## src/rtl/helios_stream_arbiter.sv

```systemverilog
`default_nettype none
// ============================================================================
// Module      : helios_stream_arbiter
// Description : Round-robin, transaction-granular sharing of one decoder core's
//               byte streams among N_REQ requesters, with response watchdog.
// Revision    : 1.0 - initial release
// ============================================================================

module helios_stream_arbiter #(
  parameter int N_REQ          = 2,
  parameter int REQ_BYTES      = 4,
  parameter int RSP_BYTES      = 4,
  parameter int TIMEOUT_CYCLES = 1024,
  localparam int ID_W          = (N_REQ > 1) ? $clog2(N_REQ) : 1
) (
  input  logic                 clk,
  input  logic                 reset,
  input  logic [8*N_REQ-1:0]   req_data,
  input  logic [N_REQ-1:0]     req_valid,
  output logic [N_REQ-1:0]     req_ready,
  output logic [7:0]           rsp_data,
  output logic [N_REQ-1:0]     rsp_valid,
  input  logic [N_REQ-1:0]     rsp_ready,
  output logic [7:0]           core_in_data,
  output logic                 core_in_valid,
  input  logic                 core_in_ready,
  input  logic [7:0]           core_out_data,
  input  logic                 core_out_valid,
  output logic                 core_out_ready,
  output logic [ID_W-1:0]      grant_id,
  output logic                 busy,
  output logic                 timeout_err
);

  localparam int c_req_cw = $clog2(REQ_BYTES + 1);
  localparam int c_rsp_cw = $clog2(RSP_BYTES + 1);
  localparam int c_to_cw  = (TIMEOUT_CYCLES > 0) ? $clog2(TIMEOUT_CYCLES + 1) : 1;

  localparam logic [c_req_cw-1:0] c_req_last = c_req_cw'(REQ_BYTES - 1);
  localparam logic [c_rsp_cw-1:0] c_rsp_last = c_rsp_cw'(RSP_BYTES - 1);
  localparam logic [c_to_cw-1:0]  c_to_last  = c_to_cw'((TIMEOUT_CYCLES > 0) ? TIMEOUT_CYCLES - 1 : 0);
  localparam logic [ID_W-1:0]     c_id_max   = ID_W'(N_REQ - 1);

  typedef enum logic [1:0] {
    S_IDLE = 2'd0,
    S_REQ  = 2'd1,
    S_RSP  = 2'd2
  } state_t;

  state_t              r_state;
  logic [ID_W-1:0]     r_grant_id;
  logic [ID_W-1:0]     r_rr_ptr;
  logic [c_req_cw-1:0] r_req_cnt;
  logic [c_rsp_cw-1:0] r_rsp_cnt;
  logic [c_to_cw-1:0]  r_to_cnt;
  logic                r_timeout_err;

  logic [2*N_REQ-1:0]  w_valid_dbl;
  logic [N_REQ-1:0]    w_valid_rot;
  logic                w_found;
  logic [ID_W-1:0]     w_pick;
  int                  w_sum;
  logic [ID_W-1:0]     w_next_ptr;
  logic                w_req_hs;
  logic                w_rsp_hs;

  // Rotating the doubled vector puts rr_ptr at bit 0, so the first set bit
  // upward is the round-robin winner with wrap-around.
  assign w_valid_dbl = {req_valid, req_valid};
  assign w_valid_rot = w_valid_dbl[r_rr_ptr +: N_REQ];

  always_comb begin
    w_found = 1'b0;
    w_pick  = '0;
    w_sum   = 0;
    for (int k = 0; k < N_REQ; k++) begin
      if (!w_found && w_valid_rot[k]) begin
        w_found = 1'b1;
        w_sum   = int'(r_rr_ptr) + k;
        if (w_sum >= N_REQ) w_sum = w_sum - N_REQ;
        w_pick  = ID_W'(w_sum);
      end
    end
  end

  assign w_next_ptr = (r_grant_id == c_id_max) ? '0 : r_grant_id + 1'b1;
  assign w_req_hs   = core_in_valid && core_in_ready;
  assign w_rsp_hs   = (r_state == S_RSP) && core_out_valid && rsp_ready[r_grant_id];

  // Data paths are combinational pass-throughs of the granted lane.
  always_comb begin
    req_ready      = '0;
    rsp_valid      = '0;
    rsp_data       = '0;
    core_in_data   = '0;
    core_in_valid  = 1'b0;
    core_out_ready = 1'b0;
    case (r_state)
      S_REQ: begin
        core_in_data          = req_data[{r_grant_id, 3'b000} +: 8];
        core_in_valid         = req_valid[r_grant_id];
        req_ready[r_grant_id] = core_in_ready;
      end
      S_RSP: begin
        rsp_data              = core_out_data;
        rsp_valid[r_grant_id] = core_out_valid;
        core_out_ready        = rsp_ready[r_grant_id];
      end
      default: ;
    endcase
  end

  always_ff @(posedge clk or negedge reset) begin
    if (!reset) begin
      r_state       <= S_IDLE;
      r_grant_id    <= '0;
      r_rr_ptr      <= '0;
      r_req_cnt     <= '0;
      r_rsp_cnt     <= '0;
      r_to_cnt      <= '0;
      r_timeout_err <= 1'b0;
    end else begin
      r_timeout_err <= 1'b0;
      case (r_state)
        S_IDLE: begin
          if (w_found) begin
            r_grant_id <= w_pick;
            r_req_cnt  <= '0;
            r_state    <= S_REQ;
          end
        end
        S_REQ: begin
          if (w_req_hs) begin
            if (r_req_cnt == c_req_last) begin
              r_req_cnt <= '0;
              r_rsp_cnt <= '0;
              r_to_cnt  <= '0;
              r_state   <= S_RSP;
            end else begin
              r_req_cnt <= r_req_cnt + 1'b1;
            end
          end
        end
        S_RSP: begin
          if (w_rsp_hs) begin
            r_to_cnt <= '0;
            if (r_rsp_cnt == c_rsp_last) begin
              r_rsp_cnt <= '0;
              r_rr_ptr  <= w_next_ptr;
              r_state   <= S_IDLE;
            end else begin
              r_rsp_cnt <= r_rsp_cnt + 1'b1;
            end
          end else if (TIMEOUT_CYCLES > 0) begin
            // Abort when this idle cycle makes the count reach the limit.
            if (r_to_cnt == c_to_last) begin
              r_timeout_err <= 1'b1;
              r_rsp_cnt     <= '0;
              r_to_cnt      <= '0;
              r_rr_ptr      <= w_next_ptr;
              r_state       <= S_IDLE;
            end else begin
              r_to_cnt <= r_to_cnt + 1'b1;
            end
          end
        end
        default: r_state <= S_IDLE;
      endcase
    end
  end

  assign grant_id    = r_grant_id;
  assign busy        = (r_state != S_IDLE);
  assign timeout_err = r_timeout_err;

endmodule

`default_nettype wire
```

## config.mk

```make
export PLATFORM = sky130hd
export DESIGN_NAME = helios_stream_arbiter
export DESIGN_NICKNAME = d
export VERILOG_FILES = /design/src/rtl/helios_stream_arbiter.sv
export SDC_FILE = /design/constraint.sdc
export NUM_CORES = 1
export LEC_CHECK = 0
export BUFFER_PORTS_ARGS = -buffer_cell sky130_fd_sc_hd__buf_2
export CORE_MARGIN = 5
export CORE_UTILIZATION = 25
export DETAILED_ROUTE_END_ITERATION = 16
export HOLD_SLACK_MARGIN = 0.02
export MAX_ROUTING_LAYER = met4
export PLACE_DENSITY = 0.45
export SYNTH_ARGS = -nofsm -noshare
export SYNTH_HDL_FRONTEND = slang
export SYNTH_SLANG_ARGS = --single-unit
export TNS_END_PERCENT = 100
```

## constraint.sdc

```tcl
create_clock -name clk -period 1.8 [get_ports clk]
set_clock_uncertainty 0.1 [all_clocks]
set_input_delay 0.36 -clock clk [delete_from_list [all_inputs] [get_ports clk]]
set_output_delay 0.36 -clock clk [all_outputs]
set_load 0.03 [all_outputs]
```

# ---- After elaboration in Yosys (flattened, before gate mapping)
# Cells that the tools add are included.
dict set report classes {
  n_eq_ne 11
  n_shift 2
  mux 47
  bitwise_logic 2
  reduce_logical 17
  n_lt_le_gt_ge 4
  addsub 7
}
# operator count
set ops {}
lappend ops {{two-way mux 11 bit} 4}
lappend ops {{two-way mux 3 bit} 8}
lappend ops {{one-hot mux 11 bit (2 select lines)} 1}
lappend ops {{two-way mux 1 bit} 20}
lappend ops {{two-way mux 2 bit} 8}
lappend ops {{two-way mux 8 bit} 2}
lappend ops {{indexed part select 16 x 5 -> 8 bit} 1}
lappend ops {{one-hot mux 3 bit (2 select lines)} 2}
lappend ops {{adder 11 x 1 -> 11 bit, second input constant} 1}
lappend ops {{equality test 11 x 10 -> 1 bit, second input constant} 1}
lappend ops {{AND reduction 3 bit} 3}
lappend ops {{nonzero test 2 bit} 4}
lappend ops {{adder 3 x 1 -> 3 bit, second input constant} 2}
lappend ops {{equality test 3 x 2 -> 1 bit, second input constant} 2}
lappend ops {{inequality test 2 bit, second input constant} 3}
lappend ops {{inequality test 3 x 2 -> 1 bit, second input constant} 2}
lappend ops {{one-hot mux 2 bit (3 select lines)} 1}
lappend ops {{logical AND 1 bit} 5}
lappend ops {{AND reduction 5 bit} 1}
lappend ops {{bitwise AND 2 bit} 2}
lappend ops {{AND reduction 4 bit} 1}
lappend ops {{indexed part select 4 x 2 -> 2 bit} 1}
lappend ops {{adder 1 x 1 -> 2 bit, second input constant} 1}
lappend ops {{equality test 2 x 1 -> 1 bit, second input constant} 1}
lappend ops {{12 further kinds} 13}
dict set report word_totals {
  out_inout_bits 25
  wordCells 97
  register_bits 22
}

# ---- Longest topological paths before layout
# Gate-level depths: netlist of the first run.
dict set report logic_depth {
  ltp_word 7
  ltp_mapped 6
  ltp_nobuf 5
}

# ---- Least setup slack after synthesis of the first run
# No wires, ideal clock.
dict set report synth_path {
  path_kind {reg-to-output}
  from {register r_grant_id, in the netlist grant_id}
  to {output port core_in_data[2]}
  path_slack_ps -211
  arrival_time_ps 1551
  path_stages_with_launch 5
  n_path_buf 2
  t_required_ps 1340
  path_cell_list {dfrtp_1 -> buf_6 -> clkbuf_1 -> mux2i_1 -> nor2_1}
}
dict set report synth_between {
  elab_chain_cells 2
}
# item line
set synth_lines {}
lappend synth_lines {{start, declared} 51} ;# logic [ID_W-1:0] r_grant_id;
lappend synth_lines {{start signal, assigned} 127} ;# r_grant_id <= w_pick;
lappend synth_lines {{indexed part select 16 x 5 -> 8 bit} 100} ;# core_in_data = req_data[{r_grant_id, 3'b000} +: 8];
lappend synth_lines {{two-way mux 8 bit} 98} ;# case (r_state)
lappend synth_lines {{end, declared} 24} ;# output logic [7:0] core_in_data,
# Every way passes these cells.

# ---- Worst setup path in the final report of the first run
dict set report layout_path {
  from {register r_grant_id, in the netlist grant_id}
  to {output port core_in_data[6]}
}
# Same word-level chain as after synthesis.

==> results of run 1 <==
power by group:
| group | switching, mW | internal (mW) | total, mW | leakage [nW] |
|---|---|---|---|---|
| Combinational | 0.835 | 0.708 | 1.54 | 0.756 |
| Clock | 0.165 | 0.158 | 0.323 | 0.0228 |
| Sequential | 0.0986 | 0.616 | 0.715 | 0.285 |
| Total | 1.10 | 1.48 | 2.58 | 1.06 |
routing by layer:
layer / up-vias / global-route usage [%] / part of all wire [%]
met1: 643 / 14.7 / 46
met5: - / - / 0
li1: 711 / - / -
met4: 0 / 1.70 / 0.47
met3: 2 / 2.57 / 1.7
met2: 9 / 18.2 / 52
Yosys cell counts (2+ instances only):
library cell  count  area share (%)
dfrtp_1          22              38
nor2_1           18             4.7
mux2i_1          12             8.3
and2_1           10             4.3
nand2_1           7             1.8
and3_1            5             2.2
nand2b_1          5             2.2
nor3_1            5             1.7
a22o_1            4             2.4
inv_1             4             1.0
nand3_1           4             1.4
nor2b_1           4             1.7
o21a_1            4             2.1
o21ai_0           4             1.4
a21o_1            3             1.6
a21oi_1           3             1.0
a31oi_1           3             1.3
clkbuf_1          3            0.78
ha_1              3             2.6
buf_6             2             1.6
mux2_2            2             1.6
nand4_1           2            0.86
nor3b_1           2             1.0
o311ai_0          2             1.2
o31ai_1           2             1.0
stage by stage:
stage                     total power, mW  instance area [µm²]
final                                2.58                 2160
after global routing                 2.77                 2160
after CTS                            2.52                 2090
after detailed placement             2.07                 1940
after global placement               2.07                 1940
after floorplan                      1.62                 1470
flip-flops by register name (all words and copies together), names as in the netlist:
signal,cells
r_req_cnt,3
r_rr_ptr,1
timeout_err,1
r_state,2
r_to_cnt,11
r_rsp_cnt,3
grant_id,1
placed cells by master, fill, tap and decap left out, drive strengths merged, types with 2 or more instances in the layout:
cell type / synthesis / final
buf: 3 / 76
dfrtp: 22 / 22
nor2: 18 / 18
mux2i: 12 / 12
and2: 10 / 10
clkbuf: 4 / 10
nand2: 7 / 7
nor3: 5 / 5
nand3: 5 / 5
nand2b: 5 / 5
and3: 5 / 5
inv: 4 / 4
o21ai: 4 / 4
o21a: 4 / 4
a22o: 4 / 4
nor2b: 4 / 4
a21o: 4 / 4
a21oi: 3 / 3
a31oi: 3 / 3
mux2: 3 / 3
o31ai: 3 / 3
ha: 3 / 3
nor4: 3 / 3
nand4: 2 / 2
nor3b: 2 / 2
o311ai: 2 / 2
cells by family after synthesis:
logic type,synth area share [%]
buffers and inverters,4.22
muxes,10.9
DFF,37.9
and+or+nand+nor,26.4
adders and majority gates,2.59
AOI/OAI and AO/OA,18.0
final timing paths:
| path | to | slack [ns] | start | cells after the start |
|---|---|---|---|---|
| setup / recovery | core_in_data[6] | -0.003 | grant_id | 4 |
| hold / removal | grant_id | 0.25 | req_valid[0] | 2 |
| setup reg to reg | r_rsp_cnt[0] | 0.09 | grant_id | 5 |
| hold reg to reg | r_rsp_cnt[2] | 0.39 | r_rsp_cnt[2] | 1 |
| max in group asynchronous | grant_id | 0.73 | reset | 2 |
| min in group asynchronous | r_req_cnt[0] | 0.50 | reset | 2 |
cell type report:
cell class,count,area [µm²]
inverters,4,15.0
clock buffers,4,45.0
multi-input cells,119,902
flip-flops and latches,22,552
repair buffers,83,559
well taps,72,90.1
fillers,570,3410
worst max-delay path, cell delays in order (launching register included):
cell     delay (ns)
dfrtp_2        0.46
buf_12         0.17
mux2i_2        0.24
nor2_2         0.04
buf_2          0.17
timing repair:
item | in CTS | in global routing
resized for setup | 22 | 21
endpoints found under the hold margin | 22 | 0
setup buffers | 4 | 1
cloned | 1 | 0
pin swaps | 1 | 3
hold buffers | 1 | 0
endpoints found under the setup margin | 20 | 30
==> impl_results.md, run 1 <==
- Status: complete, but fails checks
- Failing checks: negative setup slack
- Dpl hpwl: ~3100 µm
- Slew Limit Fails: 0
- Pre-CTS setup slack: approximately 0.048 ns
- Vias per std cell: approximately 4.5
- Peak VDD IR: between 0.6 and 0.7 mV
- CP endpoint kind: primary output
- Pre-antenna DRT Iters: 4
- Async S/R FF share, synth: 100%
- Max-Cap Viols: 0
- Final hold vios: 0
- Synth Instances: 152
- Initial drt markers: 47
- Post-DRT Antenna Nets: 0
- Max Root-Sink Buffers: 2
- Final Util: around 39%
- Final min period: 1.80 ns
- Dpl cells: between 200 and 300
- Area growth syn-to-layout: 49.1%
- Total global routing overflow: 0
- Critical Path RT: between 1 and 1.5 ns
- Post-synth EDFFs: 0
- Syn avg cell area: around 9.5 µm²
- Setup Viol. Count Final: 1
- Total GRT Usage: between 10 and 15%
- Die footprint: 7430 µm²
- PD cells: 1190 nW/µm²
- Ys Warns: 0
- Synth Cell Area: about 1500 µm²
- Cell Rows: 27
- Top Ports: 57
- Total Wirelength: 4060 µm
- Largest net degree at the start of global routing: 23
- Initial antenna violation count: 0
- Final WS setup: -0.00324 ns
- Htree depth: 1
- CP startpoint kind: flip-flop
- Synth cell types: 42
- Yosys reg bits: 22
- Die width: 86.2 µm
- Clk_lat worst skew: ~0.26 ns
- Num Clock Sinks: 22
- Root Driver: clkbuf_8
- WS Path Type: flip-flop to primary output
- Finished Layout Cells: 304
- DRC errors left: 0
- Die extent in y: approximately 86 µm
- Max Clock Freq: between 500 and 600 MHz
- Post-Syn Nets: ~190
- Initial Util: about a quarter
- Slew at the pin closest to its max-slew limit: about 0.52 ns
- Share of cells above drive strength 1: 47.8%
- CORE AREA: approximately 5600 µm²
- CP max FO: 11
- Tcrit/Tclk final: 100%
- GPL Wtd Cong: approximately 0.73
- Hold Path Class: input port to flip-flop
- First-pass GRT wire length: between 6000 and 7000 µm
- Routed WL per cell: around 13 µm
- Final Hold Slack: 0.252 ns
- Vias in the first global route: between 1000 and 1500
- P_leak: 1.06 nW
- Max-slew headroom: roughly two thirds
- Nets: 268
- Arrival @ worst endpoint: between 1 and 1.5 ns
- Antenna diodes: 0
- Setup tns final: -0.00324 ns
- Post-synth top flop: dfrtp_1
- Post-synthesis sequential area ratio: 37.9%
- Clock transition at the registers of the reported paths: approximately 0.080 ns
- CTS Buf Count: 3
- Port buffer count: 56
- CTS tree: built
- Vias post-DR: 1365
- RSZ-0062 raised after global routing: yes
No activity file was read; power rests on OpenSTA's default activity.
==> run 2, diff against run 1 <==
SKIP_LAST_GASP = 1   (was unset)
==> run 2 against run 1 <==
  * The run still ends with negative setup slack left
  * Combinational power is essentially flat
  * Global-route usage is the same
  * Count of clock-buffer cells in the layout is the same
  * Flip-flop and latch count is the same
  * Hold slack lost 0.0065 ns
  * Worst setup slack lost 0.0016 ns
  * Non-clock buffer count shrank 1
  * Final area shrank 0.29%
  * Critical path depth is the same
==> impl_results.md, run 2 (synthesized netlist as in run 1, its figures left out) <==
- FF-to-FF End: r_rsp_cnt[0]
- Max Root-Sink Buffers: 2
- R2r startpoint: r_state[1]
- Critical Path Start: r_state[0]
- Routed WL per cell: around 13 µm
- Port buffer count: 56
- Vias in the first global route: 1336
- Final hold vios: 0
- Vias per std cell: about 4.5
- Arrival @ worst endpoint: around 1.3 ns
- Status: complete, but fails checks
- CTS tree: built
- Total Wirelength: 4070 µm
- Highest metal used: met4
- Total global routing overflow: 0
- Max-slew headroom: approximately 66%
- Hold Path Class: input port to flip-flop
- Peak VDD IR: 0.594 mV
- Max Clock Freq: about 550 MHz
- CTS Buf Count: 3
- CP endpoint kind: primary output
- Met2 routed WL: about 2100 µm
- Most common cell after layout, fill and taps aside: buf_2
- Root Driver: clkbuf_8
- GPL Wtd Cong: 0.730
- Failing checks: negative setup slack
- Vias post-DR: 1376
- Final WS setup: -0.00483 ns
- Slew Limit Fails: 0
- Dpl hpwl: between 3000 and 4000 µm
- End of the critical path: req_ready[1]
- Die footprint: 7430 µm²
- Die width: approximately 86 µm
- Post-DRT Antenna Nets: 0
- Antenna diodes: 0
- Nets: between 200 and 300
- Initial Util: a little over a quarter
- Initial drt markers: between 60 and 70
- Area growth syn-to-layout: 48.6%
- WL met1: approximately 1900 µm
- Final min period: ~1.8 ns
- Largest net degree at the start of global routing: 23
- Most frequent cells in the layout: buf_2, buf_4, dfrtp_1, nor2_1
- DRC errors left: 0
- Top flop regs: r_to_cnt: 11 flops, r_req_cnt: 3 flops, r_rsp_cnt: 3 flops
- Wire length on met3: ~80 µm
- Pre-antenna DRT Iters: 4
- CP startpoint kind: flip-flop
- Biggest register: r_to_cnt
- Critical Path RT: 1.34 ns
- Final Hold Slack: between 0.2 and 0.25 ns
- Internal reg-to-reg setup slack: approximately 0.08 ns
- CP max FO: 4
- Initial antenna violation count: 0
- Pre-CTS setup slack: roughly 0.048 ns
- RSZ-0062 raised after global routing: yes
- Top Ports: 57
- Share of cells above drive strength 1: a little under half
- First-pass GRT wire length: about 6600 µm
- CORE AREA: around 5600 µm²
- Clk_lat worst skew: between 0.2 and 0.3 ns
- Num Clock Sinks: 22
- Tcrit/Tclk final: 100%
- PD cells: 1190 nW/µm²
- Total GRT Usage: roughly 11%
- Max-Cap Viols: 0
- Slew at the pin closest to its max-slew limit: 0.517 ns
- Number of flip-flops in the largest register: 11
- Cell Rows: 27
- Setup tns final: -0.00614 ns
- P_leak: ~1.1 nW
- Worst reg2reg path depth: 6
- WS Path Type: flip-flop to primary output
- Setup Viol. Count Final: 2
- Htree depth: 1
- Clock transition at the registers of the reported paths: about 0.08 ns
- Die extent in y: 86.2 µm
==> run 2: worst min-delay path by stage <==
stage	from	to	slack, ns	depth (start not counted)
after floorplan	reset	grant_id	-0.04	0
after global placement	reset	r_req_cnt[0]	0.28	1
after detailed placement	reset	r_req_cnt[0]	0.28	1
after CTS	req_valid[0]	grant_id	0.21	2
after global routing	req_valid[0]	grant_id	0.24	2
final	req_valid[0]	grant_id	0.25	2
==> run 2: per-stage QoR <==
step / power, mW / std cells / cell area (µm²) / util [%]
after CTS: 2.50 / 303 / 2080 / 37.4
after global placement: 2.07 / 293 / 1940 / 34.8
after global routing: 2.76 / 303 / 2160 / 38.7
after detailed placement: 2.07 / 293 / 1940 / 34.8
final: 2.57 / 303 / 2160 / 38.7
after floorplan: 1.62 / 152 / 1470 / -
==> run 2: layer usage <==
layer / vias up / GRT usage [%]
met4: 0 / 1.70
met1: 654 / 14.7
met3: 2 / 2.57
li1: 711 / -
met5: - / -
met2: 9 / 18.2
==> run 2: cell type report <==
class                           count  area [µm²]
Tap cell                           72        90.1
Sequential cell                    22         552
Clock buffer                        4        45.0
Fill cell                         572        3420
Timing Repair Buffer               82         548
Multi-Input combinational cell    119         907
Inverter                            4        15.0
==> run 2: where the power goes <==
group | total (mW) | leakage (nW) | switching [mW] | internal [mW]
combinational | 1.53 | 0.752 | 0.832 | 0.699
clock | 0.323 | 0.0228 | 0.165 | 0.158
sequential | 0.717 | 0.285 | 0.101 | 0.616
total | 2.57 | 1.06 | 1.10 | 1.47
==> run 2: repair_timing <==
action,CTS,global route
hold endpoints to repair,22,0
setup buffers,4,0
cloned,1,0
setup endpoints to repair,20,30
pin swaps,1,3
hold buffers,1,0
gates resized for setup,18,27
==> run 2: worst max-delay path, cell delays in order (launching register included) <==
cell	delay (ns)
dfrtp_1	0.43
buf_4	0.16
nor2b_2	0.15
and3_2	0.21
buf_6	0.13
